===== src/rtl/mcm_pkg.sv =====
// Shared constants, coefficient tables and decode helper for the multiple-constant multiplier.
// Coefficients are the VVC 4-tap intra chroma interpolation (fC) and smoothing (fG) filters.
package mcm_pkg;

    localparam int unsigned TAPS   = 4;
    localparam int unsigned FRAC_W = 5;
    localparam int unsigned N_FRAC = 32;
    localparam int unsigned MAG_W  = 7;

    typedef struct packed {
        logic             neg;
        logic [MAG_W-1:0] mag;
    } coef_t;

    typedef coef_t [TAPS-1:0] coef_set_t;

    localparam logic signed [7:0] COEF_FC [N_FRAC][TAPS] = '{
        '{ 8'sd0,  8'sd64,  8'sd0,   8'sd0},
        '{-8'sd1,  8'sd63,  8'sd2,   8'sd0},
        '{-8'sd2,  8'sd62,  8'sd4,   8'sd0},
        '{-8'sd2,  8'sd60,  8'sd7,  -8'sd1},
        '{-8'sd2,  8'sd58,  8'sd10, -8'sd2},
        '{-8'sd3,  8'sd57,  8'sd12, -8'sd2},
        '{-8'sd4,  8'sd56,  8'sd14, -8'sd2},
        '{-8'sd4,  8'sd55,  8'sd15, -8'sd2},
        '{-8'sd4,  8'sd54,  8'sd16, -8'sd2},
        '{-8'sd5,  8'sd53,  8'sd18, -8'sd2},
        '{-8'sd6,  8'sd52,  8'sd20, -8'sd2},
        '{-8'sd6,  8'sd49,  8'sd24, -8'sd3},
        '{-8'sd6,  8'sd46,  8'sd28, -8'sd4},
        '{-8'sd5,  8'sd44,  8'sd29, -8'sd4},
        '{-8'sd4,  8'sd42,  8'sd30, -8'sd4},
        '{-8'sd4,  8'sd39,  8'sd33, -8'sd4},
        '{-8'sd4,  8'sd36,  8'sd36, -8'sd4},
        '{-8'sd4,  8'sd33,  8'sd39, -8'sd4},
        '{-8'sd4,  8'sd30,  8'sd42, -8'sd4},
        '{-8'sd4,  8'sd29,  8'sd44, -8'sd5},
        '{-8'sd4,  8'sd28,  8'sd46, -8'sd6},
        '{-8'sd3,  8'sd24,  8'sd49, -8'sd6},
        '{-8'sd2,  8'sd20,  8'sd52, -8'sd6},
        '{-8'sd2,  8'sd18,  8'sd53, -8'sd5},
        '{-8'sd2,  8'sd16,  8'sd54, -8'sd4},
        '{-8'sd2,  8'sd15,  8'sd55, -8'sd4},
        '{-8'sd2,  8'sd14,  8'sd56, -8'sd4},
        '{-8'sd2,  8'sd12,  8'sd57, -8'sd3},
        '{-8'sd2,  8'sd10,  8'sd58, -8'sd2},
        '{-8'sd1,  8'sd7,   8'sd60, -8'sd2},
        '{ 8'sd0,  8'sd4,   8'sd62, -8'sd2},
        '{ 8'sd0,  8'sd2,   8'sd63, -8'sd1}
    };

    localparam logic signed [7:0] COEF_FG [N_FRAC][TAPS] = '{
        '{8'sd16, 8'sd32, 8'sd16, 8'sd0},
        '{8'sd16, 8'sd32, 8'sd16, 8'sd0},
        '{8'sd15, 8'sd31, 8'sd17, 8'sd1},
        '{8'sd15, 8'sd31, 8'sd17, 8'sd1},
        '{8'sd14, 8'sd30, 8'sd18, 8'sd2},
        '{8'sd14, 8'sd30, 8'sd18, 8'sd2},
        '{8'sd13, 8'sd29, 8'sd19, 8'sd3},
        '{8'sd13, 8'sd29, 8'sd19, 8'sd3},
        '{8'sd12, 8'sd28, 8'sd20, 8'sd4},
        '{8'sd12, 8'sd28, 8'sd20, 8'sd4},
        '{8'sd11, 8'sd27, 8'sd21, 8'sd5},
        '{8'sd11, 8'sd27, 8'sd21, 8'sd5},
        '{8'sd10, 8'sd26, 8'sd22, 8'sd6},
        '{8'sd10, 8'sd26, 8'sd22, 8'sd6},
        '{8'sd9,  8'sd25, 8'sd23, 8'sd7},
        '{8'sd9,  8'sd25, 8'sd23, 8'sd7},
        '{8'sd8,  8'sd24, 8'sd24, 8'sd8},
        '{8'sd8,  8'sd24, 8'sd24, 8'sd8},
        '{8'sd7,  8'sd23, 8'sd25, 8'sd9},
        '{8'sd7,  8'sd23, 8'sd25, 8'sd9},
        '{8'sd6,  8'sd22, 8'sd26, 8'sd10},
        '{8'sd6,  8'sd22, 8'sd26, 8'sd10},
        '{8'sd5,  8'sd21, 8'sd27, 8'sd11},
        '{8'sd5,  8'sd21, 8'sd27, 8'sd11},
        '{8'sd4,  8'sd20, 8'sd28, 8'sd12},
        '{8'sd4,  8'sd20, 8'sd28, 8'sd12},
        '{8'sd3,  8'sd19, 8'sd29, 8'sd13},
        '{8'sd3,  8'sd19, 8'sd29, 8'sd13},
        '{8'sd2,  8'sd18, 8'sd30, 8'sd14},
        '{8'sd2,  8'sd18, 8'sd30, 8'sd14},
        '{8'sd1,  8'sd17, 8'sd31, 8'sd15},
        '{8'sd1,  8'sd17, 8'sd31, 8'sd15}
    };

    // Split each signed coefficient into sign + magnitude so lanes only shift and add.
    function automatic coef_set_t decode_coef(input logic mode, input logic [FRAC_W-1:0] frac);
        coef_set_t        s;
        logic signed [7:0] c;
        for (int t = 0; t < TAPS; t++) begin
            c        = mode ? COEF_FG[frac][t] : COEF_FC[frac][t];
            s[t].neg = c[7];
            s[t].mag = MAG_W'(c[7] ? -c : c);
        end
        return s;
    endfunction

endpackage


===== src/rtl/mcm_lane.sv =====
// One channel: four constant products of a single sample, built from shifted copies of the sample.
// S1 holds the sample shifts (term 0 is the sample itself) and the coefficient set; S2 holds the sums.
module mcm_lane
    import mcm_pkg::*;
#(
    parameter int unsigned SAMPLE_W = 8,
    parameter int unsigned OUT_W    = 16
) (
    input  logic                     clk,
    input  logic                     rst,
    input  logic                     s1_en,
    input  logic                     s2_en,
    input  logic [SAMPLE_W-1:0]      x,
    input  coef_set_t                coef,
    output logic [TAPS*OUT_W-1:0]    y
);

    localparam int unsigned TERM_W = SAMPLE_W + MAG_W - 1;

    logic [TERM_W-1:0]      term_q [MAG_W];
    coef_set_t              coef_q;
    logic [TAPS*OUT_W-1:0]  y_c;
    logic [OUT_W-1:0]       acc;

    always_ff @(posedge clk) begin
        if (rst) begin
            for (int i = 0; i < MAG_W; i++) term_q[i] <= '0;
            coef_q <= '0;
            y      <= '0;
        end else begin
            if (s1_en) begin
                for (int i = 0; i < MAG_W; i++) term_q[i] <= TERM_W'(x) << i;
                coef_q <= coef;
            end
            if (s2_en) y <= y_c;
        end
    end

    // Sum the shifts selected by each magnitude bit, then apply the coefficient sign.
    always_comb begin
        y_c = '0;
        acc = '0;
        for (int t = 0; t < TAPS; t++) begin
            acc = '0;
            for (int i = 0; i < MAG_W; i++) begin
                if (coef_q[t].mag[i]) acc = acc + OUT_W'(term_q[i]);
            end
            y_c[t*OUT_W +: OUT_W] = coef_q[t].neg ? -acc : acc;
        end
    end

endmodule


===== src/rtl/mcm_pipe.sv =====
// Two-stage valid/ready pipeline multiplying N_CH samples by one 4-tap VVC coefficient set.
module mcm_pipe
    import mcm_pkg::*;
#(
    parameter int unsigned SAMPLE_W = 8,
    parameter int unsigned N_CH     = 4,
    parameter int unsigned OUT_W    = 16
) (
    input  logic                        clk,
    input  logic                        rst,
    input  logic                        in_valid,
    output logic                        in_ready,
    input  logic [N_CH*SAMPLE_W-1:0]    in_x,
    input  logic [FRAC_W-1:0]           in_frac,
    input  logic                        in_mode,
    output logic                        out_valid,
    input  logic                        out_ready,
    output logic [N_CH*TAPS*OUT_W-1:0]  out_y
);

    if (OUT_W < SAMPLE_W + 8 || N_CH == 0) begin : g_bad_param
        $error("mcm_pipe: need OUT_W >= SAMPLE_W + 8 and N_CH >= 1");
    end

    logic      s1_valid;
    logic      s2_valid;
    logic      s2_load;
    logic      accept;
    coef_set_t coef_c;

    assign s2_load   = !s2_valid || out_ready;
    assign in_ready  = !s1_valid || s2_load;
    assign accept    = in_valid && in_ready;
    assign out_valid = s2_valid;
    assign coef_c    = decode_coef(in_mode, in_frac);

    always_ff @(posedge clk) begin
        if (rst) begin
            s1_valid <= 1'b0;
            s2_valid <= 1'b0;
        end else begin
            if (in_ready) s1_valid <= in_valid;
            if (s2_load)  s2_valid <= s1_valid;
        end
    end

    // Data moves only with a real transaction so idle cycles leave out_y untouched.
    for (genvar c = 0; c < N_CH; c++) begin : g_lane
        mcm_lane #(
            .SAMPLE_W (SAMPLE_W),
            .OUT_W    (OUT_W)
        ) u_lane (
            .clk   (clk),
            .rst   (rst),
            .s1_en (accept),
            .s2_en (s2_load && s1_valid),
            .x     (in_x[c*SAMPLE_W +: SAMPLE_W]),
            .coef  (coef_c),
            .y     (out_y[c*TAPS*OUT_W +: TAPS*OUT_W])
        );
    end

endmodule


===== config.mk =====
export PLATFORM = sky130hd
export DESIGN_NAME = mcm_pipe
export DESIGN_NICKNAME = d
export VERILOG_FILES = /design/src/rtl/mcm_pkg.sv /design/src/rtl/mcm_lane.sv /design/src/rtl/mcm_pipe.sv
export SDC_FILE = /design/constraint.sdc
export NUM_CORES = 2
export LEC_CHECK = 0
export ABC_CLOCK_PERIOD_IN_PS = 12000
export CELL_PAD_IN_SITES_DETAIL_PLACEMENT = 0
export CELL_PAD_IN_SITES_GLOBAL_PLACEMENT = 1
export CORE_MARGIN = 3
export CORE_UTILIZATION = 48
export DETAILED_ROUTE_END_ITERATION = 16
export PLACE_DENSITY_LB_ADDON = 0.1
export SLEW_MARGIN = 5
export SYNTH_ARGS = -nofsm -noshare
export SYNTH_HDL_FRONTEND = slang
export SYNTH_HIERARCHICAL = 1
export SYNTH_SLANG_ARGS = --single-unit

===== constraint.sdc =====
create_clock -name clk -period 12 [get_ports clk]
set_input_delay 1.8 -clock clk [delete_from_list [all_inputs] [get_ports clk]]
set_output_delay 1.8 -clock clk [all_outputs]
set_load 0.02 [all_outputs]

==> results_dict.tcl <==
set metrics [dict create \
    r2r_cells 38 \
    syn_area_sq_um 69800 \
    max_slew_margin_pct 18.12 \
    grt_pass1_vias 65970 \
    place_congestion 0.9355 \
    yosysTopAreaCellShare_pct 15.43 \
    p_sw_w 0.003180 \
    fin_crit_ps 10630 \
    synth-xor-area-share_pct 6.487 \
    drtIter0Drc 4697 \
    synthAdderAreaFrac_pct 18.23 \
    setup_viol 0 \
    slew_violations 0 \
    dp_hpwl_microns 182700 \
    power_density_nw_per_um2 95.32 \
    io_pins 300 \
    timing.fmax_ghz 0.09409 \
    synth_common_cells "ha_1, nor2_1, nand2_1, a21oi_1, inv_1" \
    critPathArrivalTime_ps 11270 \
    synth_compound_area_share_pct 27.04 \
    synth_seq_area_share_pct 13.82 \
    cts_tree "done" \
    synth-simple-area-share_pct 22.35 \
    p_comb_share_pct 48.6 \
    avgViaCountPerCell 6.141 \
    postRouteAntennaNets 0 \
    crit_type "reg2reg" \
    grt_pass1_wl_microns 367600 \
    grt_overflow_total 0 \
    routedWlPerCell_microns 20.93 \
    ys_ff_latch 450 \
    die_area_sq_um 150000 \
    slowest_delay_ps 1160 \
    path_clk_slew_ps 60 \
    muxShareOfSynthArea_pct 6.655 \
    syn2layout_area_growth_pct 9.670 \
    htreeDepth 2 \
    ys.flop_type "dfxtp_1" \
    hold_violations 0 \
    tns_ps 0 \
    synth_most_common_cell "ha_1" \
    leakage_nw 34.60 \
    r2r_setup_slack_ps 1370 \
    hold_depth 2 \
    drt_wl_total_microns 236300 \
    synth_edf_count 64 \
    yosys-top-cells-area "ha_1, dfxtp_1, mux2i_1" \
    cts.sinks 450 \
    coreArea_sq_um 144000 \
    regToRegStartpoint "g_lane[3].u_lane/term_q[0][42]" \
    worstPathMaxFanout 25 \
    post_cts_resized 0 \
    drive_gt1_share_pct 5.587 \
    die_w_microns 387.3 \
    netlist_instances 9221 \
    p_int_w 0.004117 \
    synth_cell_types 137 \
    rows 139 \
    chipHeight_microns 387.3 \
    fin_nets 10330 \
    hold_class "reg2reg" \
    clkPwrFrac_pct 26.1 \
    r2r_end "g_lane[3].u_lane/y[62]" \
    clockBufferDepth 3 \
    cts_made_buffers 61 \
    cpMostUsedCell "ha_1" \
    syn_area_per_cell_sq_um 7.570 \
    synth_warnings 6 \
    postCtsSetupRepairBufs 0 \
    synthArstFlopShare_pct 0 \
    grt_start_max_net_pins 92 \
    fin_crit_sh_pct 88.57 \
    irDropWorstVdd_mv 0.1197 \
    status "completed" \
    drv_cap 0 \
    worstMarginPinSlew_ps 1228 \
    clockRootBuffer "clkbuf_16" \
    critPathLaunchType "flop" \
    synth_top_family_by_area "compound AO/OA/AOI/OAI gates" \
    track_usage_pct 30.01 \
    seqPwrFrac_pct 25.4 \
    min_from "g_lane[3].u_lane/y[14]" \
    clk_latency_ps 710 \
    cp_slowest_cell "edfxtp_1" \
    required_ps 12640 \
    dr.pass1.iters 6 \
    fin_skew_ps 40.81 \
    hold_end "g_lane[3].u_lane/y[14]" \
    io_buffers 299 \
    grt_antenna_before_repair 7 \
    postCtsHoldBufs 0 \
    post-place-cells 11170 \
    cp-end-kind "flop" \
    start_util_pct 48.47 \
    yosys.area.top_type "ha_1" \
    p_sw_share_pct 43.58 \
    route.detailed.drc 0 \
    vias 69320 \
    rsz0062_at_grt "no" \
    layout.cells.non_filler 11290 \
]
state kept, by name, indices dropped and copies added (netlist names):
register / count
g_lane.u_lane/coef_q: 128
out_valid: 1
g_lane.u_lane/y: 256
s1_valid: 1
g_lane.u_lane/term_q: 64
per-layer routing:
layer | routed length (microns) | GRT usage, % | vias up
li1 | - | - | 34090
met1 | 102100 | 37.45 | 33010
met2 | 114000 | 53.19 | 1772
met3 | 10510 | 2.784 | 453
met4 | 9720 | 11.53 | 2
met5 | 13 | 0 | -
power groups by stage:
stage / Sequential [W] / Clock (W) / Combinational [W]
5_1_grt: 0.00187 / 0.00201 / 0.00392
3_5_place_dp: 0.00188 / 0 / 0.00350
6_report: 0.00185 / 0.00190 / 0.00354
4_1_cts: 0.00185 / 0.00196 / 0.00352
3_3_place_gp: 0.00188 / 0 / 0.00345
2_1_floorplan: 0.00182 / 0 / 0.00258
cells in the final DEF, fill, tap and decap left out, types with 193 or more instances in the layout:
cell type,instances
a21o_1,229
a21oi_1,598
clkdlybuf4s50_1,297
dfxtp_1,386
ha_1,861
inv_1,537
mux2i_1,342
nand2_1,779
nand3_1,210
nor2_1,845
nor2b_1,193
o21ai_0,510
xnor2_1,321
xor2_1,195
layout make-up:
type                            instances  area, sq um
Antenna cell                            7        17.52
Clock buffer                           72         1640
Clock inverter                         44        424.2
Fill cell                           14150        67450
Inverter                              577         2171
Multi-Input combinational cell       7842        56530
Sequential cell                       450         9649
Tap cell                             1903         2381
Timing Repair Buffer                  394         3744
kinds of logic (layout without fill, tap and decap cells):
| logic type | count (synthesis) | count (layout) |
|---|---|---|
| multiplexers | 447 | 447 |
| flip-flops | 450 | 450 |
| AND/OR/NAND/NOR | 3134 | 3134 |
| buffers and inverters | 960 | 1087 |
| XOR/XNOR | 517 | 517 |
| adder cells (fa/ha/maj) | 960 | 960 |
| AO/OA/AOI/OAI | 2752 | 2752 |
| other | 1 | 39 |
per-stage QoR:
step                      area (sq um)  util, %  setup WS [ps]  power (W)  hold slack [ps]
after floorplan                  69920        -           2169   0.004399            477.8
after global placement           74470    51.71           1688   0.005327            438.0
after detailed placement         74470    51.72           1606   0.005375            447.6
after CTS                        76540    53.15           1524   0.007330            456.0
after global routing             76540    53.15          613.2   0.007799            481.5
final                            76550    53.16           1372   0.007297            449.5
how the worst max path moves through the flow:
stage / from / end / slack, ps / cells after the start
2_1_floorplan: g_lane[0].u_lane/term_q[0][40] / g_lane[0].u_lane/y[29] / 2170 / 40
6_report: g_lane[3].u_lane/term_q[0][42] / g_lane[3].u_lane/y[62] / 1370 / 38
3_3_place_gp: g_lane[3].u_lane/term_q[0][39] / g_lane[3].u_lane/y[31] / 1690 / 42
4_1_cts: g_lane[3].u_lane/term_q[0][42] / g_lane[3].u_lane/y[62] / 1520 / 38
5_1_grt: g_lane[3].u_lane/term_q[0][42] / g_lane[3].u_lane/y[62] / 610 / 38
3_5_place_dp: g_lane[3].u_lane/term_q[0][42] / g_lane[3].u_lane/y[62] / 1610 / 38
critical path, delay by kind of cell (launching register included):
family	cells	cell delay, ps
and+or+nand+nor	13	2440
AOI/OAI and AO/OA	15	4110
DFF	1	1160
adders and majority gates	6	2120
buffers and inverters	1	100
xor gates and xnor gates	3	590
No activity file was read; power rests on OpenSTA's default activity.
